## config.mk

```make
export PLATFORM = sky130hd
export DESIGN_NAME = audio_dsm_out
export DESIGN_NICKNAME = d
export VERILOG_FILES = /design/src/rtl/audio_dsm_out.sv
export SDC_FILE = /design/constraint.sdc
export NUM_CORES = 1
export LEC_CHECK = 0
export ABC_AREA = 1
export ABC_CLOCK_PERIOD_IN_PS = 4170
export CELL_PAD_IN_SITES_DETAIL_PLACEMENT = 1
export CELL_PAD_IN_SITES_GLOBAL_PLACEMENT = 1
export CORE_ASPECT_RATIO = 0.75
export CORE_UTILIZATION = 50
export CTS_CLUSTER_DIAMETER = 100
export DETAILED_ROUTE_END_ITERATION = 16
export PLACE_DENSITY_LB_ADDON = 0.1
export RECOVER_POWER = 25
export SLEW_MARGIN = 20
export SYNTH_ARGS = -nofsm -noshare
export SYNTH_HDL_FRONTEND = slang
export SYNTH_SLANG_ARGS = --single-unit
```

## constraint.sdc

```tcl
create_clock -name clk -period 4.17 [get_ports clk]
set_input_delay 0.6255 -clock clk [delete_from_list [all_inputs] [get_ports clk]]
set_output_delay 0.6255 -clock clk [all_outputs]
set_load 0.005 [all_outputs]
```

## src/rtl/audio_dsm_out.sv

```systemverilog
// Multi-channel audio output: frame FIFO, sample-rate divider, per-channel
// first-order delta-sigma 1-bit DACs, sticky error flags and a status blinker.

module audio_dsm_lane #(
  parameter int B = 12
) (
  input  logic         clk,
  input  logic         aclr_,
  input  logic         step_i,
  input  logic [B-1:0] pcm_i,
  output logic         dac_o
);
  logic [B:0] acc_q, acc_d;

  // The top bit of the accumulator is the registered carry, i.e. the DAC bit.
  assign acc_d = {1'b0, acc_q[B-1:0]} + {1'b0, pcm_i};
  assign dac_o = acc_q[B];

  always_ff @(posedge clk or negedge aclr_) begin
    if (!aclr_)      acc_q <= '0;
    else if (step_i) acc_q <= acc_d;
  end
endmodule

module audio_dsm_out #(
  parameter int AUDIO_BITS = 12,
  parameter int CHANNELS   = 2,
  parameter int FIFO_DEPTH = 16,
  parameter int SAMPLE_DIV = 1134,
  parameter int DSM_DIV    = 1,
  parameter int STATUS_DIV = 50000000
) (
  input  logic                             clk,
  input  logic                             aclr_,
  input  logic                             wreq,
  input  logic [CHANNELS*AUDIO_BITS-1:0]   sample,
  input  logic                             clr_flags,
  output logic                             wfull,
  output logic [$clog2(FIFO_DEPTH):0]      level,
  output logic [CHANNELS-1:0]              dac_out,
  output logic                             underrun,
  output logic                             overflow,
  output logic                             status
);
  localparam int AW = $clog2(FIFO_DEPTH);
  localparam int SW = $clog2(SAMPLE_DIV);
  localparam int DW = (DSM_DIV > 1) ? $clog2(DSM_DIV) : 1;
  localparam int TW = (STATUS_DIV > 1) ? $clog2(STATUS_DIV) : 1;

  typedef logic [CHANNELS*AUDIO_BITS-1:0] frame_t;

  frame_t                                mem_q [FIFO_DEPTH];
  logic [AW-1:0]                         wptr_q, rptr_q;
  logic [AW:0]                           level_q;
  logic [SW-1:0]                         scnt_q;
  logic [DW-1:0]                         dcnt_q;
  logic [TW-1:0]                         tcnt_q;
  logic [CHANNELS-1:0][AUDIO_BITS-1:0]   pcm_q;
  logic                                  und_q, ovf_q, stat_q;
  logic                                  tick, step, push, pop;

  assign wfull = (level_q == (AW+1)'(FIFO_DEPTH));
  assign tick  = (scnt_q == SW'(SAMPLE_DIV - 1));
  assign step  = (dcnt_q == DW'(DSM_DIV - 1));
  assign push  = wreq && !wfull;
  assign pop   = tick && (level_q != '0);

  assign level    = level_q;
  assign underrun = und_q;
  assign overflow = ovf_q;
  assign status   = stat_q;

  // Frame storage carries no reset; validity is tracked by the pointers.
  always_ff @(posedge clk) begin
    if (push) mem_q[wptr_q] <= sample;
  end

  always_ff @(posedge clk or negedge aclr_) begin
    if (!aclr_) begin
      wptr_q  <= '0;
      rptr_q  <= '0;
      level_q <= '0;
      pcm_q   <= '0;
    end else begin
      if (push) wptr_q <= wptr_q + 1'b1;
      if (pop) begin
        rptr_q <= rptr_q + 1'b1;
        pcm_q  <= mem_q[rptr_q];
      end
      if (push && !pop)      level_q <= level_q + 1'b1;
      else if (pop && !push) level_q <= level_q - 1'b1;
    end
  end

  always_ff @(posedge clk or negedge aclr_) begin
    if (!aclr_) begin
      scnt_q <= '0;
      dcnt_q <= '0;
      tcnt_q <= '0;
      stat_q <= 1'b0;
    end else begin
      scnt_q <= tick ? '0 : scnt_q + 1'b1;
      dcnt_q <= step ? '0 : dcnt_q + 1'b1;
      if (tcnt_q == TW'(STATUS_DIV - 1)) begin
        tcnt_q <= '0;
        stat_q <= ~stat_q;
      end else begin
        tcnt_q <= tcnt_q + 1'b1;
      end
    end
  end

  // Set events take priority over a coincident clear.
  always_ff @(posedge clk or negedge aclr_) begin
    if (!aclr_) begin
      und_q <= 1'b0;
      ovf_q <= 1'b0;
    end else begin
      if (tick && level_q == '0) und_q <= 1'b1;
      else if (clr_flags)        und_q <= 1'b0;
      if (wreq && wfull)         ovf_q <= 1'b1;
      else if (clr_flags)        ovf_q <= 1'b0;
    end
  end

  for (genvar k = 0; k < CHANNELS; k++) begin : g_lane
    audio_dsm_lane #(.B(AUDIO_BITS)) u_lane (
      .clk    (clk),
      .aclr_  (aclr_),
      .step_i (step),
      .pcm_i  (pcm_q[k]),
      .dac_o  (dac_out[k])
    );
  end
endmodule

```

==> metrics.csv, run 1 <==
metric;value;unit
max-slew violations;0;
Die H;179.7;µm
EDFF count, synth;384;
Worst Path Required;4.67;ns
CP Class;reg -> reg;
Worst R2R End;level[4];
Filler Cell Count;4427;
leakage power;9.471;nW
total track usage;27.57;%
Power per Cell Area;472.1;mW/mm²
standard-cell rows;64;
antenna violations before repair;5;
status;complete, no violations;
Starting Density;51.17;%
most numerous cell in the Yosys netlist;nand2_1;
Pre-antenna DRT Iters;5;
Core ar.;0.04116;mm²
Hold Crit Class;in -> async;
total CTS buffers;48;
# IOs;39;
Buf+Inv Stages, Crit Path;3;
H-tree levels;2;
PortBufs;38;
Critical R2R Launch;scnt_q[0];
r2r setup slk;1.26;ns
Finish-stage setup viols;0;
area fraction of the dominant cell type after synthesis;54.75;%
Vias;14760;
DR vias/cell;5.636;
CTS sink cnt;487;
detailed-route wire length;57420;µm
CP Depth;15;
area occupied by multi-input gates;0.006235;mm²
post-CTS setup buffers;0;
drt first-iter violations;1169;
measured slew at the worst slew-check pin;1.213;ns
crit share post-route;69.77;%
maximum clock rate;0.3437;GHz
sequential area share after synthesis;66.99;%
synthesized flop and latch total;487;
Post-DP HPWL;35000;µm
fin cells;2618;
top cell type by total area after synthesis;edfxtp_1;
final net count;2081;
largest net degree at the start of global routing;80;
max-cap viol count;0;
Inst Count DP;2525;
ANT nets after route;0;
worst reg2reg path depth;15;
Max-slew headroom;19.10;%
mean routed wirelength per cell;21.93;µm
Clock Tree Buf Depth;3;
Arr. time, crit path;3.41;ns
Setup TNS;0;ns
Root Buffer;clkbuf_16;
YS warnings;0;
Post-Syn Nets;2040;
CTS tree;yes;
post-CTS sizing;0;
ys flop type;edfxtp_1;
worst setup path end;level[4];
unique cell type count in the Yosys netlist;37;
Clock Skews;0.02840;ns
CP startpoint;scnt_q[0];
RSZ-0062 raised after global routing;false;
Util after Layout;57.56;%
Synth area leaders;edfxtp_1, nand2_1, dfrtp_1, nand3_1, ha_1;
worst stage delay on the critical path;0.46;ns
Die W;239.0;µm
Worst-Skew Late Latency;0.59;ns
FF/Latch Area;0.01411;mm²
Critical Path Start Type;flip-flop;
gpl congestion;0.8207;
Area Growth Syn to Fin;12.48;%
total grt overflow;0;
crit path max fanout;15;
crit path max-delay cell type;dfrtp_1;
Die ar.;0.04296;mm²
clk slew on worst S/H paths;0.06;ns
Setup crit end kind;flip-flop;
synth cell count leaders;nand2_1, edfxtp_1, nand3_1, dfrtp_1, nor2_1;
vias in the first global route;15400;
Worst path top cell family by delay;simple AND/OR/NAND/NOR gates;
VDD IR max;411.4;µV
Syn Area/Cell;10.67;µm²
share of layout cells above drive strength 1;7.059;%
Syn Std Cell Area;0.02106;mm²
first-pass GRT wire length;89670;µm
drt drc;0;
CTS Hold Bufs;0;
Tmin final;2.910;ns
crit path cell chain;ha_1 > nand4_1 > inv_1 > nand2_2 > nor2_8 > inv_2 > ha_1 > inv_1 > ha_1 > nand2_1 > nand2_1 > a21oi_1 > xor2_1 > nand2_1 > o21ai_0;
Syn Inst Count;1973;
ys async rst share;21.15;%
Fin. Hold Viols;0;
[through the flow]
step,hold slack (ns),setup slack [ns],cell area [µm²],power [mW]
6_report,0.1002,1.260,23690,11.19
5_1_grt,0.1439,1.040,23690,11.55
4_1_cts,0.1236,1.277,23690,11.27
3_5_place_dp,0.4809,0.9472,22100,6.865
3_3_place_gp,0.4647,1.049,22100,6.809
2_1_floorplan,0.3299,1.120,21060,6.323
[flip-flops by register name, summed over array words and instances, names as in the netlist, 4 cells and up]
register             cells
g_lane.u_lane.acc_q     26
level                    5
mem_q                  384
pcm_q                   24
rptr_q                   4
scnt_q                  11
tcnt_q                  26
wptr_q                   4
[logic make-up after synthesis]
| kind of cell | count (synthesis) | synth area share, % |
|---|---|---|
| buf+inv | 169 | 3.838 |
| fa+ha+maj | 39 | 2.424 |
| xor+xnor | 41 | 1.705 |
| simple gates | 1173 | 23.44 |
| compound gates | 64 | 1.604 |
| flops | 487 | 66.99 |
[cell type report]
class | instances | share of cell area, %
sequential | 487 | 59.58
multi-input combinational | 1317 | 26.32
clock buffer | 61 | 5.318
timing repair buffer | 74 | 3.005
tap | 561 | 2.963
clock inverter | 29 | 1.400
inverter | 86 | 1.389
antenna | 3 | 0.03169
[cell usage in the layout, fill, tap and decap left out, types with 2 or more instances in the layout]
cell type	instances
xor2_1	28
bufinv_16	6
nor3_1	14
clkinv_2	11
inv_1	77
inv_2	6
ha_1	36
a31oi_1	3
a21oi_1	38
nand3_2	3
nor2_4	7
nand3_1	307
o21bai_1	2
dlygate4sd3_1	10
nand4_1	14
clkinv_8	3
nor2_2	2
buf_4	28
clkinvlp_4	4
clkbuf_16	48
o21ai_0	17
clkbuf_1	15
nand2_1	724
fa_1	3
nor2_1	83
dfrtp_1	101
buf_12	6
xnor2_1	13
diode_2	3
edfxtp_1	384
clkdlybuf4s50_1	27
nor3_2	13
clkinv_1	7
nand2_2	3
[worst reg2reg max path, delay by kind of cell, from the launching register on]
kind	cells	cell delay [ns]
buffers and inverters	3	0.44
AND/OR/NAND/NOR	6	0.77
adder cells (fa/ha/maj)	3	0.77
flip-flops	1	0.46
AO/OA/AOI/OAI	2	0.22
XOR/XNOR	1	0.17
[power breakdown]
group	switching (mW)	internal, mW	leakage (nW)
registers	0.129	5.66	4.86
clock network	1.89	2.53	0.767
logic	0.702	0.278	3.85
[routing by layer]
| layer | GRT usage [%] | vias to the layer above | wire length [µm] |
|---|---|---|---|
| met5 | 0 | - | 11 |
| li1 | - | 6783 | - |
| met2 | 43.59 | 415 | 26640 |
| met3 | 4.822 | 105 | 3824 |
| met4 | 7.410 | 2 | 1346 |
| met1 | 39.46 | 7451 | 25600 |
[worst min-delay path by stage]
stage / from / to / depth (start not counted)
after floorplan: aclr_ / g_lane[0].u_lane.acc_q[0] / 0
final: aclr_ / g_lane[0].u_lane.acc_q[3] / 1
after global placement: g_lane[1].u_lane.acc_q[0] / g_lane[1].u_lane.acc_q[0] / 1
after detailed placement: pcm_q[7] / pcm_q[7] / 2
after global routing: aclr_ / pcm_q[2] / 1
after CTS: aclr_ / g_lane[0].u_lane.acc_q[3] / 1
No activity file was read; power rests on OpenSTA's default activity.
==> run 2: changes to the inputs <==
--- a/config.mk
+++ b/config.mk
@@ -6,11 +6,11 @@
 export NUM_CORES = 1
 export LEC_CHECK = 0
 export ABC_AREA = 1
-export ABC_CLOCK_PERIOD_IN_PS = 4170
+export ABC_CLOCK_PERIOD_IN_PS = 2500
 export CELL_PAD_IN_SITES_DETAIL_PLACEMENT = 1
 export CELL_PAD_IN_SITES_GLOBAL_PLACEMENT = 1
 export CORE_ASPECT_RATIO = 0.75
-export CORE_UTILIZATION = 50
+export CORE_UTILIZATION = 45
 export CTS_CLUSTER_DIAMETER = 100
 export DETAILED_ROUTE_END_ITERATION = 16
 export PLACE_DENSITY_LB_ADDON = 0.1
==> constraint.sdc (replaced) <==
create_clock -name clk -period 2.5 [get_ports clk]
set_input_delay 0.375 -clock clk [delete_from_list [all_inputs] [get_ports clk]]
set_output_delay 0.375 -clock clk [all_outputs]
set_load 0.005 [all_outputs]
==> run 2 against run 1 <==
  * The run now ends with max-capacitance violations, max-slew violations left
  * First-iteration DRC count down 18%
  * Hold slack better by 0.32 ns
  * Maximum frequency up 29%
  * Via count down 1.5%
  * Non-clock buffer count up 27
  * Critical path depth up 1
  * Global-route usage down 2.9 points
  * Setup slack worse by 1.0 ns
  * Power up 67%
  * Wire length about the same
  * Clock-buffer cell count down 3
==> metrics.csv, run 2 (synthesis results as in run 1) <==
metric;value;unit;change
share of layout cells above drive strength 1;8.497;%;+1.4 points
Root Buffer;clkbuf_16;;
leakage power;9.646;nW;+1.9%
Worst-Skew Late Latency;0.58;ns;about the same
drt drc;0;;unchanged
clk slew on worst S/H paths;0.06;ns;about the same
Switch Pwr;4.564;mW;+68%
crit path max fanout;5;;-10
Clock Tree Buf Depth;3;;unchanged
most common cell after layout, fill and taps aside;nand2_1;;
CTS tree;yes;;
max-slew violations;26;;+26
CP startpoint;scnt_q[2];;
Tmin final;2.260;ns;-0.6494 ns
# IOs;39;;unchanged
status;finished, violations left;;
Fin Hold WS;0.4214;ns;+0.3213 ns
vias in the first global route;15070;;-2.2%
Arr. time, crit path;2.75;ns;-0.66 ns
Starting Density;45.67;%;-5.5 points
largest net degree at the start of global routing;140;;+75%
VDD IR max;618.4;µV;+50%
commonest cells after routing, fill and taps aside;nand2_1, edfxtp_1, nand3_1;;
measured slew at the worst slew-check pin;1.773;ns;+0.5593 ns
total CTS buffers;49;;+2.1%
ANT nets after route;0;;unchanged
hold_sp;wreq;;
Die W;251.8;µm;+5.4%
Critical R2R Launch;scnt_q[2];;
final net count;2109;;+1.3%
total track usage;24.65;%;-2.9 points
Gate power share;9.3;%;+0.5 points
standard-cell rows;68;;+6.3%
total grt overflow;0;;unchanged
Core ar.;0.04611;mm²;+12%
Net Sw Frac;24.48;%;+0.14 points
Clock power frac;39.2;%;-0.3 points
Hold Crit Class;in -> reg;;
biggest regs;mem_q (384), g_lane.u_lane.acc_q (26), tcnt_q (26);;
mean routed wirelength per cell;21.15;µm;-3.6%
gpl congestion;0.8479;;+3.3%
RSZ-0062 raised after global routing;false;;
DR vias/cell;5.350;;-5.1%
Max-slew headroom;-18.19;%;-37 points
Critical Path Start Type;flip-flop;;
Internal;14.08;mW;+66%
number of flip-flops under the largest register name;384;;unchanged
detailed-route wire length;57430;µm;about the same
Power per Cell Area;775.1;mW/mm²;+64%
CTS sink cnt;487;;unchanged
failing checks;max-capacitance violations, max-slew violations;;
drt first-iter violations;956;;-18%
Setup crit end kind;flip-flop;;
Area Growth Syn to Fin;14.22;%;
crit share post-route;90.41;%;+21 points
first-pass GRT wire length;89050;µm;-0.68%
Finish-stage setup viols;0;;unchanged
maximum clock rate;0.4425;GHz;+29%
Vias;14530;;-1.5%
CP Class;reg -> reg;;
Pwr Total;18.65;mW;+67%
Worst Path Required;2.99;ns;-1.68 ns
Pre-antenna DRT Iters;5;;unchanged
Setup TNS;0;ns;unchanged
Biggest register;mem_q;;
H-tree levels;2;;unchanged
PortBufs;38;;unchanged
Die ar.;0.04768;mm²;+11%
Die H;189.4;µm;+5.3%
Reg power frac;51.6;%;about the same
max-cap viol count;1;;+1
Clock Skews;0.01890;ns;-0.009500 ns
Post-DP HPWL;36420;µm;+4.1%
antenna violations before repair;4;;-1
Fin. Hold Viols;0;;unchanged
-- run 2: changes by cell type in the layout (fill, tap and decap cells not counted), sizes merged --
cell           before  now
clkbuf             64   60
clkinv             21   28
buf                34   61
clkinvlp            4    2
clkdlybuf4s50      27   21
inv                84   86
dlygate4sd3        10   17
bufinv              6    4
-- run 2: power groups by stage --
stage	clock (mW)	sequential (mW)	combinational, mW
global route	7.72	9.66	1.90
floorplan	0	9.78	0.766
CTS	7.45	9.62	1.75
detailed placement	0	9.78	1.73
global placement	0	9.76	1.68
finish	7.30	9.62	1.73
-- run 2: final cells by class --
class                           instances  area, µm²
Timing Repair Buffer                  101      997.2
Clock inverter                         34      292.8
Clock buffer                           58       1290
Inverter                               86      329.1
Sequential cell                       487      14110
Fill cell                            4999      22060
Antenna cell                            3      7.507
Tap cell                              630      788.3
Multi-Input combinational cell       1317       6238
-- run 2: routing by layer --
layer | up-vias | wire length (µm) | track usage (%)
li1 | 6837 | - | -
met1 | 7358 | 27650 | 36.02
met2 | 261 | 25790 | 38.50
met3 | 75 | 2865 | 4.124
met4 | 0 | 1118 | 5.828
met5 | - | 0 | 0
-- run 2: final timing paths --
kind	slack, ns	cells after the start	to
min in group asynchronous	0.81	2	g_lane[0].u_lane.acc_q[11]
hold reg to reg	0.48	1	g_lane[0].u_lane.acc_q[0]
hold / removal	0.42	3	overflow
setup reg to reg	0.24	16	level[4]
max in group asynchronous	0.52	3	tcnt_q[11]
setup / recovery	0.24	16	level[4]
-- run 2: timing repair --
| action | CTS | global route |
|---|---|---|
| setup buffers | 0 | 0 |
| setup endpoints to repair | 0 | 1 |
| resized for setup | 0 | 2 |
| endpoints found under the hold margin | 23 | 0 |
| hold buffers | 1 | 0 |
-- run 2: worst max-delay path, cell delays in order (launching register included) --
cell,delay (ns)
dfrtp_1,0.44
nand2_2,0.12
inv_2,0.10
nand3_2,0.07
nor2_2,0.09
nand2_2,0.11
nor2_8,0.10
inv_2,0.04
ha_1,0.19
inv_2,0.09
ha_1,0.25
nand2_1,0.10
nand2_1,0.07
a21oi_2,0.12
xor2_1,0.15
nand2_1,0.06
o21ai_0,0.07
-- run 2: stage by stage --
step / area (µm²) / worst slack [ns] / utilization [%] / instances
2_1_floorplan: 21060 / -0.5391 / - / 1973
3_3_place_gp: 22460 / 0.1498 / 48.70 / 2620
3_5_place_dp: 22460 / 0.1377 / 48.70 / 2620
4_1_cts: 24050 / 0.1538 / 52.16 / 2713
5_1_grt: 24050 / 0.01051 / 52.16 / 2714
6_report: 24060 / 0.2399 / 52.17 / 2716
